**src/rtl/data_mem_arb_pkg.sv**
```systemverilog
// Shared types and constants for the data memory arbiter.
// Port ids, FSM state encoding and the port one-hot helper.
package data_mem_arb_pkg;

  typedef enum logic [1:0] {
    IDLE,
    ACCESS,
    RESP
  } state_t;

  localparam logic PORT_CPU = 1'b0;
  localparam logic PORT_LDR = 1'b1;

  localparam int MEM_IDX_W = 16;

  function automatic logic [1:0] port_oh(input logic p);
    return p ? 2'b10 : 2'b01;
  endfunction

endpackage

```
**src/rtl/data_mem_arbiter_rr_pick2.sv**
```systemverilog
// Two-way request picker: round-robin on a tie, or strict loader
// priority when DATA_MEM_ARB_FIXED_PRIO_EN is defined.
module rr_pick2
  import data_mem_arb_pkg::*;
(
  input  logic [1:0] req,
  input  logic       last_grant,
  output logic       winner,
  output logic       valid
);

`ifdef DATA_MEM_ARB_FIXED_PRIO_EN
  logic unused_last_grant;
  assign unused_last_grant = last_grant;
`endif

  always_comb begin
    valid  = |req;
    winner = PORT_CPU;
    unique case (1'b1)
      (req == 2'b11): begin
`ifdef DATA_MEM_ARB_FIXED_PRIO_EN
        winner = PORT_LDR;
`else
        winner = ~last_grant;
`endif
      end
      (req == 2'b10): winner = PORT_LDR;
      default:        winner = PORT_CPU;
    endcase
  end

endmodule

```
**src/rtl/data_mem_arbiter.sv**
```systemverilog
// Serialises CPU and loader accesses onto the single data memory.
// Build option: DATA_MEM_ARB_FIXED_PRIO_EN gives the loader strict priority.
module data_mem_arbiter
  import data_mem_arb_pkg::*;
#(
  parameter int ADDR_W = 32,
  parameter int DATA_W = 32
) (
  input  logic              clk,
  input  logic              rst,
  input  logic [1:0]        req_i,
  input  logic [1:0]        we_i,
  input  logic [ADDR_W-1:0] addr0_i,
  input  logic [ADDR_W-1:0] addr1_i,
  input  logic [DATA_W-1:0] wdata0_i,
  input  logic [DATA_W-1:0] wdata1_i,
  output logic [1:0]        gnt_o,
  output logic [1:0]        ack_o,
  output logic [DATA_W-1:0] rdata_o,
  output logic              busy_o,
  output logic [ADDR_W-1:0] mem_r_addr_o,
  output logic [ADDR_W-1:0] mem_w_addr_o,
  output logic              mem_w_en_o,
  output logic [DATA_W-1:0] mem_din_o,
  input  logic [DATA_W-1:0] mem_dout_i
);

  state_t state;
  logic   win;
  logic   last_grant;
  logic   pick_win;
  logic   pick_valid;

  rr_pick2 u_pick (
    .req        (req_i),
    .last_grant (last_grant),
    .winner     (pick_win),
    .valid      (pick_valid)
  );

  assign busy_o       = (state != IDLE);
  assign mem_w_addr_o = mem_r_addr_o;

  always_ff @(posedge clk or negedge rst) begin
    if (!rst) begin
      state        <= IDLE;
      win          <= PORT_CPU;
      last_grant   <= PORT_LDR;
      gnt_o        <= '0;
      ack_o        <= '0;
      rdata_o      <= '0;
      mem_r_addr_o <= '0;
      mem_din_o    <= '0;
      mem_w_en_o   <= 1'b0;
    end else begin
      gnt_o      <= '0;
      ack_o      <= '0;
      mem_w_en_o <= 1'b0;
      unique case (state)
        ACCESS: begin
          state <= RESP;
          ack_o <= port_oh(win);
          if (!mem_w_en_o)
            rdata_o <= mem_dout_i;
        end
        default: begin
          // IDLE and RESP share arbitration so back-to-back skips IDLE
          if (pick_valid) begin
            state        <= ACCESS;
            win          <= pick_win;
            last_grant   <= pick_win;
            gnt_o        <= port_oh(pick_win);
            mem_w_en_o   <= we_i[pick_win];
            mem_r_addr_o <= pick_win ? addr1_i : addr0_i;
            mem_din_o    <= pick_win ? wdata1_i : wdata0_i;
          end else begin
            state <= IDLE;
          end
        end
      endcase
    end
  end

endmodule

```
**config.mk**
```make
export PLATFORM = sky130hd
export DESIGN_NAME = data_mem_arbiter
export DESIGN_NICKNAME = d
export VERILOG_FILES = /design/src/rtl/data_mem_arb_pkg.sv /design/src/rtl/data_mem_arbiter_rr_pick2.sv /design/src/rtl/data_mem_arbiter.sv
export SDC_FILE = /design/constraint.sdc
export NUM_CORES = 1
export LEC_CHECK = 0
export CAP_MARGIN = 20
export CORE_MARGIN = 5
export CORE_UTILIZATION = 36
export DETAILED_ROUTE_END_ITERATION = 8
export PLACE_DENSITY = 0.78
export SYNTH_ARGS = -nofsm -noshare
export SYNTH_HDL_FRONTEND = slang
export SYNTH_SLANG_ARGS = --single-unit
export TNS_END_PERCENT = 5
```
**constraint.sdc**
```tcl
create_clock -name clk -period 1.7 [get_ports clk]
set_input_delay 0.51 -clock clk [delete_from_list [all_inputs] [get_ports clk]]
set_output_delay 0.51 -clock clk [all_outputs]
set_load 0.05 [all_outputs]
```
==> summary.txt, run 1 <==
Status
  – Status: complete, no violations

Worst setup path
  – CP Class: reg2out
  – Crit-path cells: or2_4 -> buf_8
  – CP peak stage delay: 0.41 ns
  – Startpoint Class: flip-flop
  – Slowest cell on crit path: dfrtp_1
  – Buffers and inverters on the worst path: 1
  – Critical path endpoint category: primary output
  – Worst Path Arrival: 1.14 ns
  – Critical Path RT: 1.19 ns
  – CP top delay family: flip-flops
  – Critical Path Fanout Max: 2
  – Critical path depth: 2
  – Reg2Reg Depth: 4

Clock network
  – CTS Buf Count: 9
  – Clock tree buffer depth: 2
  – Clock network latency to the later pin of the worst-skew pair: 0.34 ns
  – TritonCTS clock tree: done
  – Clock H-tree levels: 3
  – CTS root buffer: clkbuf_16
  – Clock-pin slew on the worst setup and hold paths: 0.07 ns
  – Clock sink count: 105

Power
  – P per Cell Area: 2520 nW/um^2
  – LEAKAGE: 4.19 nW
  – VDD IR-drop max: 1.46 mV

Cells and area
  – Area Overhead vs Synth: 102%
  – Ant. Diodes: 0
  – Final Core Density: 74.0%
  – Nets: 772
  – Fillers: 806
  – Area occupied by multi-input gates: 1530 sq um
  – FF/Latch Area: 2630 sq um
  – Share of layout cells above drive strength 1: 33.7%

Placed design
  – Hpwl dp: 13.9 mm
  – Global placement routability congestion: 0.780
  – Pre-CTS WS: -0.381 ns
  – Port bufs: 299

Synth
  – Synth area leaders: dfrtp_1 57%, a221o_1 14%, and3_1 8.7%
  – Largest family of logic cells by synthesized area: compound AO/OA/AOI/OAI gates
  – Cell area after synthesis: 4580 sq um
  – Top cell type's share of synthesized area: 56.9%
  – Multiplexer share of the synthesized area: 7.87%
  – Largest area contributor in the netlist: dfrtp_1
  – Synth Register Bits: 105
  – Synth warn: 0
  – Simple-gate area share of the yosys netlist: 10.3%
  – Syn_nets: 510
  – Mapped Cells: 344
  – Adder-cell area share of the yosys netlist: 0%
  – Compound-Gate Fraction of Synth Area: 14.9%
  – Synth Area in XOR/XNOR: 0%
  – Sequential fraction of the synthesis area: 57.4%
  – Distinct cells, synth: 19
  – Post-Syn Area per Cell: 13.3 sq um

Floorplanning
  – Die W: 123 microns
  – Initial Util: 36.6%
  – Die Span Y: 123 microns
  – Die area: 15,100 sq um
  – Core footprint: 12,500 sq um
  – Row Count: 41
  – Boundary pin count: 300

Routing
  – Final WL: 17.7 mm
  – Via count: 4,068
  – Vias/cell: 5.20
  – Wirelength per Cell: 22.6 microns
  – Initial DRT Pass Iterations: 4
  – Post-DRT Antenna Nets: 0
  – DRC: 0
  – DRT iter0 DRCs: 281

Job
  – Maximum Capacitance Violations: 0

Timing
  – Clock Skew: 0.0101 ns
  – Fin Setup TNS: 0 ns
  – Tcrit/Tclk final: 96.9%
  – Max Transition Viols Final: 0
  – Final Critical Period: 1.65 ns
  – Fmax: 607 MHz
  – Worst hold slack: 0.0610 ns
  – Fin. Hold Viols: 0
  – Relative slew slack: 78.1%
  – Final setup fails: 0
  – Fin worst setup slack: 0.0522 ns
  – Worst-Margin Slew: 0.328 ns
  – RSZ-0062 raised after global routing: no

GRT
  – First-pass GRT wire length: 26.7 mm
  – Vias in the first global route: 4,708
  – Pin count of the biggest net entering global routing: 41
  – Global Route Usage Sum: 23.3%
  – Congestion Overflow GR: 0
  – Initial antenna violation count: 0

Hold path
  – Worst hold path type: in2async
## per-stage QoR
step / instances / area, sq um / total power [mW]
2_1_floorplan: 344 / 4580 / 12.9
3_3_place_gp: 767 / 8930 / 20.7
3_5_place_dp: 767 / 8930 / 21.1
4_1_cts: 783 / 9260 / 23.5
5_1_grt: 783 / 9270 / 24.1
6_report: 783 / 9270 / 23.3
## power breakdown
group          switching (mW)  total, mW  internal, mW
Sequential               1.79       5.52          3.73
Combinational            7.84       15.5          7.69
Clock                   0.955       2.27          1.31
## synthesized netlist by cell type, drive strengths merged
| cell type | instances |
|---|---|
| o21ai | 1 |
| dfstp | 1 |
| nand2b | 2 |
| a32oi | 1 |
| buf | 50 |
| mux2 | 32 |
| dfrtp | 104 |
| a21o | 2 |
| inv | 2 |
| and3 | 65 |
| clkbuf | 13 |
| nor2 | 3 |
| or2 | 1 |
| a21boi | 1 |
| and2 | 2 |
| a221o | 64 |
## state kept, by name, summed over array words and instances, names as in the netlist
| signal | flops |
|---|---|
| mem_din_o | 32 |
| gnt_o | 2 |
| mem_r_addr_o | 32 |
| win | 1 |
| ack_o | 2 |
| rdata_o | 32 |
| state | 2 |
| mem_w_en_o | 1 |
| last_grant | 1 |
## worst reg2reg max path: stages, from the launching register on
cell      delay [ns]
dfstp_2         0.58
a21boi_4        0.09
buf_12          0.17
and3_1          0.21
a221o_1         0.29
## final timing paths
check / startpoint / endpoint / slack [ns]
max: state[0]$_DFF_PN0_ / busy_o / 0.05
min: rst / rdata_o[24]$_DFFE_PN0P_ / 0.06
max reg2reg: last_grant$_DFFE_PN1P_ / mem_r_addr_o[0]$_DFFE_PN0P_ / 0.23
min reg2reg: win$_DFFE_PN0P_ / ack_o[0]$_DFF_PN0_ / 0.48
max in group asynchronous: rst / last_grant$_DFFE_PN1P_ / 1.09
min in group clk: win$_DFFE_PN0P_ / ack_o[0]$_DFF_PN0_ / 0.48
## kinds of logic after synthesis
kind of cell    after synthesis
flops                       105
simple gates                 73
compound gates               69
buf+inv                      65
mux                          32
## routing by layer
metal | GRT usage (%) | vias up | routed length, microns
li1 | - | 1800 | -
met1 | 26.1 | 1995 | 6350
met2 | 41.2 | 233 | 9190
met3 | 6.36 | 40 | 1510
met4 | 10.1 | 0 | 627
met5 | 0 | - | 0
## cell type report
class	count	share of cell area [%]
sequential	105	28.4
clock inverter	7	1.11
timing repair buffer	314	49.1
inverter	2	0.0810
tap	172	2.32
clock buffer	9	2.43
multi-input combinational	174	16.6
## cells in the final DEF, fill, tap and decap left out, drive strengths merged, types with 2 or more instances in the layout
cell type      instances
dfrtp                104
bufinv                 2
a21o                   2
clkdlybuf4s50        162
inv                    4
and2                   2
nor2                   3
clkinvlp               2
buf                  150
mux2                  32
and3                  65
clkbuf                 9
nand2b                 2
a221o                 64
## repair_timing
action,4_1_cts,5_1_grt
endpoints found under the hold margin,0,0
setup buffers,0,0
gates resized for setup,4,1
hold buffers,0,0
setup endpoints to repair,14,3
cloned,0,0
pin swaps,0,1
Note: power is estimated with default switching activity, not from simulation.
==> run 2: changes to the inputs <==
--- a/config.mk
+++ b/config.mk
@@ -7,10 +7,11 @@
 export LEC_CHECK = 0
 export CAP_MARGIN = 20
 export CORE_MARGIN = 5
-export CORE_UTILIZATION = 36
+export CORE_UTILIZATION = 39
 export DETAILED_ROUTE_END_ITERATION = 8
-export PLACE_DENSITY = 0.78
+export PLACE_DENSITY = 0.8
 export SYNTH_ARGS = -nofsm -noshare
 export SYNTH_HDL_FRONTEND = slang
+export SYNTH_HIERARCHICAL = 1
 export SYNTH_SLANG_ARGS = --single-unit
 export TNS_END_PERCENT = 5
==> summary.txt, run 2 <==
Cells and area
  – Final Core Density: 76.3%
  – Ant. Diodes: 0
  – Area Overhead vs Synth: 91.6%
  – Nets: 853
  – Fillers: 818
  – Commonest non-fill, non-tap cell in the layout: clkdlybuf4s50_1
  – Share of layout cells above drive strength 1: 41.4%
  – Non-filler instance count after layout: 867
  – Most frequent cells in the layout: 162 x clkdlybuf4s50_1, 144 x buf_12, 104 x dfrtp_1
  – Largest regs: mem_din_o x32, mem_r_addr_o x32, rdata_o x32

Floorplanning
  – Die area: 16,000 sq um
  – Die W: 127 microns
  – Die Span Y: 127 microns
  – Row Count: 42
  – Initial Util: 39.8%
  – Core footprint: 13,300 sq um
  – Boundary pin count: 300

Worst setup path
  – Critical Path Fanout Max: 2
  – Reg2Reg Depth: 6
  – Worst reg2reg endpoint: win$_DFFE_PN0P_
  – Worst Path Arrival: 1.18 ns
  – Reg-to-Reg Start: state[0]$_DFF_PN0_
  – Slowest cell on crit path: dfrtp_1
  – Critical path endpoint category: primary output
  – Crit-path cells: or2_2 -> buf_6
  – Reg2reg setup slack: 0.17 ns
  – CP peak stage delay: 0.37 ns
  – Critical Path RT: 1.19 ns
  – CP Class: reg2out
  – Startpoint Class: flip-flop

Hold path
  – Worst hold path type: in2async

Clock network
  – Clock tree buffer depth: 2
  – TritonCTS clock tree: done
  – Clock-pin slew on the worst setup and hold paths: 0.07 ns
  – CTS root buffer: clkbuf_16
  – Clock network latency to the later pin of the worst-skew pair: 0.34 ns
  – Clock sink count: 105
  – Clock H-tree levels: 3
  – Hold_buf cts: 0
  – CTS Buf Count: 9

Synth
  – Number of synthesized flops with an enable pin: 0
  – Syn_nets: 576
  – Synth Register Bits: 105
  – Distinct cells, synth: 25
  – Post-Syn Area per Cell: 12.9 sq um
  – Sequential fraction of the synthesis area: 49.6%
  – Top cell type's share of synthesized area: 49.1%
  – Synth warn: 6
  – Synth area leaders: dfrtp_1 49%, mux2i_1 12%, mux2_4 8.5%
  – Mapped Cells: 410
  – Synth cell count leaders: 104 x dfrtp_1, 78 x a21oi_1, 65 x mux2i_1, 40 x a21oi_2, 34 x buf_4
  – Cell area after synthesis: 5300 sq um
  – Most common cell in the netlist: dfrtp_1
  – Asr flop ratio synth: 100%
  – Top FF cell, synth: dfrtp_1
  – Largest area contributor in the netlist: dfrtp_1

Routing
  – DRT iter0 DRCs: 135
  – Final WL: 18.1 mm
  – Wirelength per Cell: 20.9 microns
  – Via count: 4,346
  – Vias/cell: 5.01
  – Post-DRT Antenna Nets: 0
  – DRC: 0
  – Initial DRT Pass Iterations: 4

Timing
  – Relative slew slack: 77.6%
  – Fin. Hold Viols: 0
  – Worst-Margin Slew: 0.336 ns
  – Max Transition Viols Final: 0
  – Final setup fails: 0
  – Tcrit/Tclk final: 99.4%
  – Fin Setup TNS: 0 ns
  – Clock Skew: 0.00542 ns
  – Fmax: 592 MHz
  – Fin worst setup slack: 0.00952 ns
  – Final Critical Period: 1.69 ns
  – RSZ-0062 raised after global routing: yes

Power
  – Total power draw: 23.7 mW
  – VDD IR-drop max: 1.23 mV
  – P per Cell Area: 2330 nW/um^2
  – LEAKAGE: 4.38 nW

GRT
  – Congestion Overflow GR: 0
  – First-pass GRT wire length: 27.9 mm
  – Initial antenna violation count: 0
  – Pin count of the biggest net entering global routing: 50
  – Global Route Usage Sum: 22.2%
  – Vias in the first global route: 5,031

Placed design
  – Global placement routability congestion: 0.768
  – Pre-CTS WS: -0.409 ns
  – DP Cell Count: 845
  – Port bufs: 299
  – Hpwl dp: 14.0 mm

Job
  – Maximum Capacitance Violations: 0

Status
  – Status: complete, no violations
run 2: power by group:
part           internal (mW)  leakage [nW]  total [mW]  switching (mW)
sequential              3.70          1.20        5.37            1.67
clock                   1.14         0.139        2.04           0.910
combinational           7.93          3.04        16.2            8.30
total                   12.8          4.38        23.7            10.9
run 2: cell families (layout without fill, tap and decap cells):
group                  count (synthesis)  in the layout  synth area share, %
AND/OR/NAND/NOR                       10             10                 1.54
buffers and inverters                 67            348                 10.1
AO/OA/AOI/OAI                        131            131                 17.5
multiplexers                          97             97                 21.2
flip-flops                           105            105                 49.6
run 2: layout make-up:
type                            instances  area [sq um]  share of cell area, %
Clock buffer                           10           229                   2.26
Clock inverter                          5          56.3                  0.555
Inverter                                2          8.76                 0.0863
Multi-Input combinational cell        238          2240                   22.0
Sequential cell                       105          2630                   25.9
Tap cell                              176           220                   2.17
Timing Repair Buffer                  331          4770                   47.0
run 2: worst max path at each step:
| stage | cells past startpoint | slack [ns] | to | from |
|---|---|---|---|---|
| finish | 2 | 0.01 | busy_o | state[0]$_DFF_PN0_ |
| global route | 2 | -0.03 | busy_o | state[0]$_DFF_PN0_ |
| CTS | 7 | -0.03 | mem_din_o[8]$_DFFE_PN0P_ | req_i[1] |
| detailed placement | 6 | -0.41 | mem_din_o[21]$_DFFE_PN0P_ | req_i[1] |
| global placement | 6 | -0.35 | mem_din_o[14]$_DFFE_PN0P_ | req_i[1] |
| floorplan | 5 | 0.15 | mem_din_o[10]$_DFFE_PN0P_ | req_i[1] |
run 2: critical path, delay by kind of cell (launching register included):
kind / cells / cell delay (ns)
buffers and inverters: 1 / 0.16
DFF: 1 / 0.37
and+or+nand+nor: 1 / 0.31
run 2: metrics by stage:
stage               instance area (sq um)  hold slack, ns
floorplan                            5300           0.214
global placement                     9630           0.417
detailed placement                   9630           0.423
CTS                                 10000          0.0482
global route                        10100          0.0599
finish                              10100          0.0457
run 2: metal layers:
layer	vias to the layer above	GRT usage (%)	routed length, microns
met2	195	42.3	10000
met5	-	0	0
li1	1970	-	-
met3	32	5.67	1280
met4	0	8.01	467
met1	2149	23.4	6370
run 2: timing repair:
item / CTS / global route
setup endpoints to repair: 12 / 56
gates resized for setup: 11 / 16
buffers inserted: 3 / 1
cloned: 2 / 1
pin swaps: 0 / 1
==> RTL edit (config.mk and constraints of run 1) <==
The parameter `DATA_W` goes from 32 to 24.
--- a/src/rtl/data_mem_arbiter.sv
+++ b/src/rtl/data_mem_arbiter.sv
@@ -4,7 +4,7 @@
   import data_mem_arb_pkg::*;
 #(
   parameter int ADDR_W = 32,
-  parameter int DATA_W = 32
+  parameter int DATA_W = 24
 ) (
   input  logic              clk,
   input  logic              rst,
Interface: changed (5 resized); port bits go from 300 to 260. No check against the original RTL was run, so the function may have changed too.
==> RTL edit against run 1 <==
- routed wire length down 20%
- synthesized area down 15%
- combinational power down 13%
- power down 15%
- via count down 14%
- final area down 14%
- setup slack worse by 0.018 ns
- final cell count down 14%
- non-clock buffer count down 40
- sequential cell count down 16
- register-to-register slack worse by 0.05 ns
- largest power group unchanged
==> RTL edit: results (changes against run 1) <==
- Gp weighted congestion: 0.7946 (+1.9%)
- Mapped Avg Cell Area: 13.04 µm² (-2.0%)
- Worst EP arrival: 1.90 ns (+0.76 ns)
- Area after DPL: 7679 µm² (-14%)
- CTS Root Cell: clkbuf_8
- Final WL: 14,070 µm (-20%)
- Post-cts repair resize count: 3 (-1)
- Post-Route Skew: 0.009851 ns (-0.0002563 ns)
- Fraction of area in registers: 28.06% (-0.30 points)
- Clk pin slew, worst setup/hold paths: 0.09 ns (+0.02 ns)
- All-Layer GR Usage: 21.46% (-1.8 points)
- Global-route wire length before repair: 21,890 µm (-18%)
- Vias in the first global route: 3,961 (-16%)
- Status: finished, final reports clean
- Sw Ratio: 45.59% (+0.20 points)
- Leakage power: 3.608 nW (-14%)
- Signal buffers: 274 (-13%)
- Non-filler cells in the finished layout: 671 (-14%)
- #MultiIn Comb: 150 (-14%)
- Seq group: 4.66 mW (-16%)
- Hold Slack: 0.04543 ns (-0.01554 ns)
- Multi-input logic area: 1306 µm² (-15%)
- Top cell family by delay on the critical path: buffers and inverters
- Critical-path maximum fanout: 37 (+35)
- Clock share of power: 8.8% (-0.9 points)
- Post-synth net total: 442 (-13%)
- CTS Buf Count: 9 (unchanged)
- Pre-CTS WS: -0.3360 ns (+0.04466 ns)
- Share of layout cells above drive strength 1: 34.09% (+0.37 points)
- Worst r2r src: state[1]
- Buffers on Ports: 259 (-13%)
- Net switching power: 9.082 mW (-14%)
- Ranking of synthesized cells by area: dfrtp_1 (56%), a221o_1 (14%), and3_1 (9.0%)
- Final period utilization: 97.96% (+1.0 points)
- Vias per cell: 5.222 (+0.51%)
- Worst path max stage delay: 0.51 ns (+0.10 ns)
- Crit path from: req_i[1]
- VDD IR-drop max: 1.474 mV (+1.2%)
- DRT iter0 DRCs: 141 (-50%)
- Filler cells: 686 (-15%)
- Rows: 38 (-7.3%)
- Clock-cell share: 3.041% (-0.50 points)
- Largest regs: mem_r_addr_o x32, mem_din_o x24, rdata_o x24
- Critical path's slowest cell: clkdlybuf4s50_1
- DP Cell Count: 654 (-15%)
- HPWL Detailed: 10,990 µm (-21%)
- Worst reg-to-reg setup slack: 0.18 ns (-0.05 ns)
- Synthesis-to-finish area growth: 103.0%
- Post CTS Setup Buffer Count: 1 (+1)
- Yosys cell types: 22 (+3)
- Largest net degree at the start of global routing: 47 (+15%)
- Sequential share of the synthesized area: 56.97% (-0.46 points)
- Worst setup endpoint: mem_r_addr_o[5]
- Signal buf overhead: 50.14% (+1.0 points)
- Synth top cells by count: dfrtp_1 (88), a221o_1 (56), and3_1 (56)
- Worst Tran Pin Value: 0.3277 ns (-0.0001874 ns)
==> RTL edit: cell types whose count changed after synthesis, moves of 2 or more <==
cell      before  now
mux2_2        32   24
clkbuf_2       0    2
dfrtp_1      104   88
buf_6          7    5
buf_2          8    4
buf_4         35   33
clkbuf_1      13   15
and3_1        64   56
a221o_1       64   56
==> RTL edit: per-layer routing <==
| layer | wire length [µm] | track usage (%) | vias up |
|---|---|---|---|
| met5 | 0 | 0 | - |
| met4 | 439 | 8.551 | 0 |
| met3 | 1109 | 6.290 | 29 |
| met2 | 7234 | 36.57 | 190 |
| met1 | 5288 | 25.46 | 1726 |
| li1 | - | - | 1559 |
==> RTL edit: cells by family after synthesis <==
| kind of cell | count (synthesis) | synth area share (%) |
|---|---|---|
| flip-flops | 89 | 56.97 |
| AND/OR/NAND/NOR | 65 | 10.59 |
| AO/OA/AOI/OAI | 61 | 15.35 |
| multiplexers | 24 | 6.910 |
| buffers and inverters | 61 | 10.17 |
